### src/rtl/irq_ctrl.sv
// irq_ctrl: six-source interrupt controller feeding CP0 HWint[5:0].
//
// Each raw source goes through a two-flop synchroniser. Its event (a rising
// edge or a level, chosen by EDGE_MASK) is latched into PEND and gated by
// ENABLE. A claim/complete handshake runs with fixed priority, where index 0
// is highest, and supports nesting through the in-service threshold.
//
// Ports:
//   clk        - single clock, rising edge
//   reset      - asynchronous, active-high; clears all state
//   src        - raw interrupt sources, asynchronous to clk
//   bus_addr   - word index: 0 ENABLE, 1 PEND (W1C), 2 INSVC (RO), 3 CLAIM/COMPLETE
//   bus_we     - write strobe
//   bus_re     - read strobe; a read of CLAIM with bus_we low claims the best source
//   bus_wdata  - write data
//   bus_rdata  - read data, combinational from bus_addr
//   hwint      - registered one-hot of the highest-priority eligible source
module irq_ctrl #(
   parameter logic [5:0] EDGE_MASK = 6'b000000
) (
   input  logic        clk,
   input  logic        reset,
   input  logic [5:0]  src,
   input  logic [1:0]  bus_addr,
   input  logic        bus_we,
   input  logic        bus_re,
   input  logic [31:0] bus_wdata,
   output logic [31:0] bus_rdata,
   output logic [5:0]  hwint
);

   localparam int unsigned NSRC = 6;

   logic [5:0] s1, s2, s2_d;
   logic [5:0] pend, enable, insvc;

   logic [5:0] evt;
   logic [2:0] thr;
   logic [5:0] elig;
   logic       any_elig;
   logic [2:0] best;
   logic       claim_rd;
   logic [5:0] claim_vec;
   logic [5:0] w1c_vec;
   logic [5:0] complete_vec;
   logic [5:0] hwint_nxt;
   logic [2:0] cmp_id;
   logic       unused_wdata;

   assign unused_wdata = ^bus_wdata[31:6];
   assign cmp_id       = bus_wdata[2:0];

   // Edge sources see s2 & ~s2_d; level sources see s2 directly.
   assign evt = (EDGE_MASK & s2 & ~s2_d) | (~EDGE_MASK & s2);

   // A read that overlaps a write never claims.
   assign claim_rd = bus_re && !bus_we && (bus_addr == 2'd3);

   always_comb begin
      thr = 3'd6;
      for (int unsigned i = 0; i < NSRC; i++) begin
         if (insvc[i] && (thr == 3'd6)) thr = 3'(i);
      end

      elig = '0;
      for (int unsigned i = 0; i < NSRC; i++) begin
         elig[i] = pend[i] && enable[i] && (3'(i) < thr);
      end

      any_elig = |elig;
      best     = 3'd0;
      for (int unsigned i = NSRC; i > 0; i--) begin
         if (elig[i-1]) best = 3'(i - 1);
      end

      hwint_nxt = any_elig ? (6'b000001 << best) : '0;
      claim_vec = (claim_rd && any_elig) ? (6'b000001 << best) : '0;

      // W1C only reaches edge-triggered bits.
      w1c_vec = (bus_we && (bus_addr == 2'd1)) ? (bus_wdata[5:0] & EDGE_MASK) : '0;

      complete_vec = '0;
      if (bus_we && (bus_addr == 2'd3) && (cmp_id < 3'd6) && insvc[cmp_id]) begin
         complete_vec = 6'b000001 << cmp_id;
      end
   end

   always_comb begin
      bus_rdata = '0;
      case (bus_addr)
         2'd0: bus_rdata = {26'd0, enable};
         2'd1: bus_rdata = {26'd0, pend};
         2'd2: bus_rdata = {26'd0, insvc};
         2'd3: if (claim_rd && any_elig) bus_rdata = {1'b1, 28'd0, best};
         default: bus_rdata = '0;
      endcase
   end

   always_ff @(posedge clk or posedge reset) begin
      if (reset) begin
         s1     <= '0;
         s2     <= '0;
         s2_d   <= '0;
         pend   <= '0;
         enable <= '0;
         insvc  <= '0;
         hwint  <= '0;
      end else begin
         s1    <= src;
         s2    <= s1;
         s2_d  <= s2;
         // A new event wins over a same-cycle claim or W1C clear.
         pend  <= evt | (pend & ~claim_vec & ~w1c_vec);
         insvc <= (insvc | claim_vec) & ~complete_vec;
         hwint <= hwint_nxt;
         if (bus_we && (bus_addr == 2'd0)) enable <= bus_wdata[5:0];
      end
   end

endmodule

### config.mk
export PLATFORM = sky130hd
export DESIGN_NAME = irq_ctrl
export DESIGN_NICKNAME = d
export VERILOG_FILES = /design/src/rtl/irq_ctrl.sv
export SDC_FILE = /design/constraint.sdc
export NUM_CORES = 1
export LEC_CHECK = 0
export ABC_AREA = 1
export CORE_ASPECT_RATIO = 0.5
export CORE_MARGIN = 5
export CORE_UTILIZATION = 38
export CTS_CLUSTER_SIZE = 25
export DETAILED_ROUTE_END_ITERATION = 8
export PLACE_DENSITY = 0.75
export SETUP_SLACK_MARGIN = 0.3
export SYNTH_ARGS = -nofsm -noshare
export SYNTH_HDL_FRONTEND = slang
export SYNTH_SLANG_ARGS = --single-unit
### constraint.sdc
create_clock -name clk -period 1.5 [get_ports clk]
set_input_delay 0.3 -clock clk [delete_from_list [all_inputs] [get_ports clk]]
set_output_delay 0.3 -clock clk [all_outputs]
set_load 0.1 [all_outputs]
Word level (Yosys, flattened, before mapping)
Cells that the tools add are included.
- word-level logic and storage cells: 76
- register bits: 36
- output and inout bits: 38
- input port bits: 44
- bitwise gates (word level): 6
- reductions and logical operators: 27
- order comparisons: 8
- equality and inequality tests: 8
- shifts and indexed selects: 2
- mux-type cells: 19
- operators with widths (kind ; number):
    32-bit one-hot mux with 4 select lines ; 1
    3-bit two-way mux ; 12
    32-bit two-way mux ; 1
    1-bit logical AND ; 24
    6-bit two-way mux ; 3
    3-bit equality test, second input constant ; 5
    6-bit AND ; 2
    6-bit inverter ; 2
    6-bit bitwise OR ; 2
    1-bit by 3-bit left shift with 6-bit output, first input constant ; 2
    1-bit by 3-bit less-than comparator with 1-bit output, first input constant ; 2
    2-bit by 3-bit less-than comparator with 1-bit output, first input constant ; 2
    3-bit less-than comparator, first input constant ; 2
    6-bit OR reduction ; 1
    2-bit equality test, second input constant ; 2
    3-bit by 4-bit less-than comparator with 1-bit output, second input constant ; 1
    1-bit binary-select mux with 3-bit select ; 1
    3-bit less-than comparator, second input constant ; 1
    2-bit by 1-bit equality test with 1-bit output, second input constant ; 1
    2-bit zero test ; 1
    1-bit zero test ; 1
    1-bit two-way mux ; 1

Depth between registers and ports, before layout
- depth in word-level cells: 29
- mapped depth: 12
- gate-level depth less buffers: 12

Worst setup path before layout
OpenSTA, ideal clock, no wires.
- kind: register to output
- from: reg insvc[0]
- to: out bus_rdata[0]
- cell stages (with the launch flop): 10
- data required time: 1.200 ns
- buffers on the path: 0
- slack: -1.022 ns
- arrival time: 2.222 ns
- cells stage by stage: dfrtp_1 > nor2_4 > nand4_1 > nand2_1 > nor2_1 > nand3_1 > nand2_1 > inv_2 > nand3_1 > nand4_1
- cells in the longest elaborated chain, start to end: 26
- elaborated cells on any way between the ends: 38
- those cells by class: order compare: 6; eq/ne: 5; mux: 14; reduce/logical: 13
- RTL lines (item ; RTL line ; RTL):
    from (decl) ; 35 ; logic [5:0] pend, enable, insvc;
    from (signal assigned) ; 114 ; insvc <= (insvc | claim_vec) & ~complete_vec;
    3-bit two-way mux ; 62 ; if (insvc[i] && (thr == 3'd6)) thr = 3'(i);
    3-bit equality test ; 62 ;
    1-bit logical AND ; 62 ;
    3-bit two-way mux ; 62 ;
    3-bit equality test ; 62 ;
    1-bit logical AND ; 62 ;
    3-bit two-way mux ; 62 ;
    3-bit equality test ; 62 ;
    [5 not listed] ; n/a ;
    3-bit equality test ; 62 ;
    1-bit logical AND ; 62 ;
    3-bit two-way mux ; 62 ;
    3-bit less-than comparator ; 67 ; elig[i] = pend[i] && enable[i] && (3'(i) < thr);
    1-bit logical AND ; 67 ;
    3-bit two-way mux (6 in a row) ; 73 ; if (elig[i-1]) best = 3'(i - 1);
    32-bit two-way mux ; 94 ; 2'd3: if (claim_rd && any_elig) bus_rdata = {1'b1, 28'd0, best};
    32-bit one-hot mux with 4 select lines * ; 90 ; case (bus_addr)
    to (decl) ; 28 ; output logic [31:0] bus_rdata,
Every way passes the cells marked *; elsewhere a longest branch is shown, timed or not.

Final worst setup path
- from: reg insvc[2]
- to: out bus_rdata[0]
- cells in the longest elaborated chain, start to end: 21
- elaborated cells on any way between the ends: 33
- those cells by class: order compare: 6; eq/ne: 3; mux: 12; reduce/logical: 12
- RTL lines (item ; RTL line):
    1-bit logical AND * ; 62
    3-bit two-way mux * ; 62
    3-bit equality test ; 62
    1-bit logical AND ; 62
    3-bit two-way mux * ; 62
    3-bit equality test ; 62
    1-bit logical AND ; 62
    3-bit two-way mux * ; 62
    3-bit equality test ; 62
    1-bit logical AND ; 62
    3-bit two-way mux * ; 62
    3-bit less-than comparator ; 67
    1-bit logical AND ; 67
    3-bit two-way mux (6 in a row) ; 73
    32-bit two-way mux * ; 94
    32-bit one-hot mux with 4 select lines * ; 90
Marked as above.

==> results.toml <==
[yosys]
syn_area_sq_um = 1850
avgSynthCellArea_sq_um = 8.84
synth_area_leader_cell = "dfrtp_1"
yosysMostFrequentCell = "nand2_1"
synth-seq-cells = 36
synth_flop_cell = "dfrtp_1"
synthArstFlopShare_pct = 100
syn_inst = 209
synthTopCellsByArea = "dfrtp_1 (49%), buf_4 (10%), nand2_1 (9.1%), inv_1 (4.5%), nand3_1 (4.3%)"
synthTopCellsByCount = "nand2_1 (45), dfrtp_1 (36), buf_4 (25), inv_1 (22), nand3_1 (16)"
synth_cell_type_count = 28
ys_seq_area_share_pct = 48.7
synth-edff-count = 0
yosys_warnings = 0
synth_top_area_share_pct = 48.7

[grt]
grt_pass1_wl_um = 8850
grt_pass1_vias = 1740
grt_usage_pct = 18.3
gr-total-overflow = 0
grt_max_degree = 37
top_usage_layer = "met2"
met3_usage_pct = 4.90
antenna_found_initial = 0
use_met1_pct = 22.7
gr-usage-met2_pct = 29.1

[critical_path]
path_max_fanout = 3
worstPathRequired_ns = 1.20
arrival_ns = 2.12
crit_path_end_kind = "primary output"
crit_type = "reg2out"
cp-start-kind = "register"

[place]
port-buffer-count = 30
routabilityCongestion = 0.916
dp_cells = 350
post-dp-hpwl_um = 3570
dpl_worst_slack_ns = -0.492

[finish]
drive_gt1_share_pct = 52.8
antenna_cells = 0
area_growth_pct = 79.8
fill_cells = 264
final_nets = 359
instances_no_fill = 382

[timing]
rsz0062_at_grt = "yes"
period_share_pct = 161
max_clock_freq_mhz = 414
holdWs_ns = 0.350
skew_ns = 0.00769
worst_slack_ns = -0.918
setup_viol = 20
hold_viol = 0
finalCriticalPeriod_ns = 2.42
drv_slew = 0
tns_ns = -8.17

[drt]
vias_per_cell = 4.87
drt_iter0_drc = 142
drc = 0
dr.pass1.iters = 4
wl_per_cell_um = 16.2
vias = 1862
routed_wl_um = 6190
postRouteAntennaNets = 0

[clock_tree]
clk_latency_ns = 0.29
clockRootBuffer = "clkbuf_8"
clk_path_buf_depth = 2
htreeDepth = 2
cts_hold_buf = 0
cts_buffers = 5
cts_tree = "done"
clock-sinks = 36
cts.clk_slew.worst_paths_ns = 0.07

[die]
die-width_um = 109
initial_core_util_pct = 40.6
num_rows = 17
die_area_sq_um = 6440
fp.coreArea_sq_um = 4550
ioPinCount = 82
die_height_um = 59.3

[run]
cap_violations = 0

[run_status]
violations = "negative setup slack"
status = "finished with violations"

[power]
power_w = 0.00378
ir_drop_v = 0.000646
power.density_nw_per_um2 = 1140
leakage_nw = 1.62

[min_path]
hold_path_class = "in2async"
cell usage in the layout, fill, tap and decap left out, types with 2 or more instances in the layout:
cell	instances
buf_12	15
o22ai_2	2
nand2_1	29
nand3_4	6
nor2_1	6
clkbuf_8	6
clkinv_2	2
nand2_2	11
a21oi_2	5
o21ai_1	2
nand4_4	2
clkdlybuf4s50_1	14
nor2_4	9
nand3_2	3
buf_6	26
nand4_1	5
a21o_1	3
nand3_1	11
inv_1	16
nor2_2	4
dfrtp_1	35
buf_8	2
mux2_2	3
conb_1	25
buf_4	43
nand2_4	11
inv_2	8
inv_4	2
flip-flops by register name, summed over array words and instances (netlist names):
signal,count
pend,6
s1,6
enable,6
insvc,6
hwint,6
evt,6
cell type report:
type	instances	area (sq um)	share of cell area [%]
timing repair buffer	101	1100	33.1
multi-input combinational	144	1040	31.2
sequential	36	902	27.1
inverter	27	111	3.35
clock buffer	6	82.6	2.48
tap	66	82.6	2.48
clock inverter	2	10.0	0.301
through the flow:
stage          area, sq um  util [%]
6_report              3320      73.0
3_3_place_gp          2720      59.8
5_1_grt               3320      73.0
3_5_place_dp          2720      59.8
2_1_floorplan         2040         -
4_1_cts               3140      68.9
routing by layer:
metal / share of wire (%) / wire, um / vias to the layer above
met5: 0 / 0 / -
met4: 4.0 / 247 / 0
met3: 10 / 643 / 27
met2: 47 / 2890 / 125
met1: 39 / 2410 / 877
li1: - / - / 833
logic make-up (layout without fill, tap and decap cells):
family	Yosys count	after routing	synth area share [%]
flip-flops	36	36	48.7
AO/OA/AOI/OAI	18	18	6.50
multiplexers	3	3	1.83
AND/OR/NAND/NOR	98	98	26.8
buffers and inverters	53	136	15.9
other	1	25	0.203
final timing paths:
path                       cells after the start            to  slack [ns]      from
setup / recovery                              11  bus_rdata[0]       -0.92  insvc[2]
hold / removal                                 3       pend[2]        0.35     reset
setup reg to reg                              16      hwint[2]       -0.77  insvc[0]
hold reg to reg                                0        evt[2]        0.35     s1[2]
max in group asynchronous                      3      insvc[1]        0.96     reset
min in group clk                               0        evt[2]        0.35     s1[2]
where the power goes:
part | total, W | switching (W) | internal (W) | leakage, nW
logic | 0.00189 | 0.00115 | 0.000743 | 1.16
clock network | 0.000714 | 0.000348 | 0.000366 | 0.0510
registers | 0.00118 | 0.000102 | 0.00107 | 0.410
critical path, stage by stage, from the launching register on:
cell     delay, ns
dfrtp_1       0.44
buf_6         0.14
nor2_1        0.17
nor2_2        0.07
nor2_2        0.15
nand3_1       0.13
nand2_1       0.12
nand2_2       0.07
nand2_4       0.08
nand3_1       0.09
nand4_1       0.16
buf_12        0.20
what timing repair did:
| item | CTS | global route |
|---|---|---|
| setup buffers | 17 | 7 |
| pin swaps | 21 | 17 |
| setup endpoints to repair | 28 | 28 |
| endpoints found under the hold margin | 0 | 0 |
| gates resized for setup | 64 | 33 |
| cloned | 0 | 0 |
(Power assumes the default switching activity.)
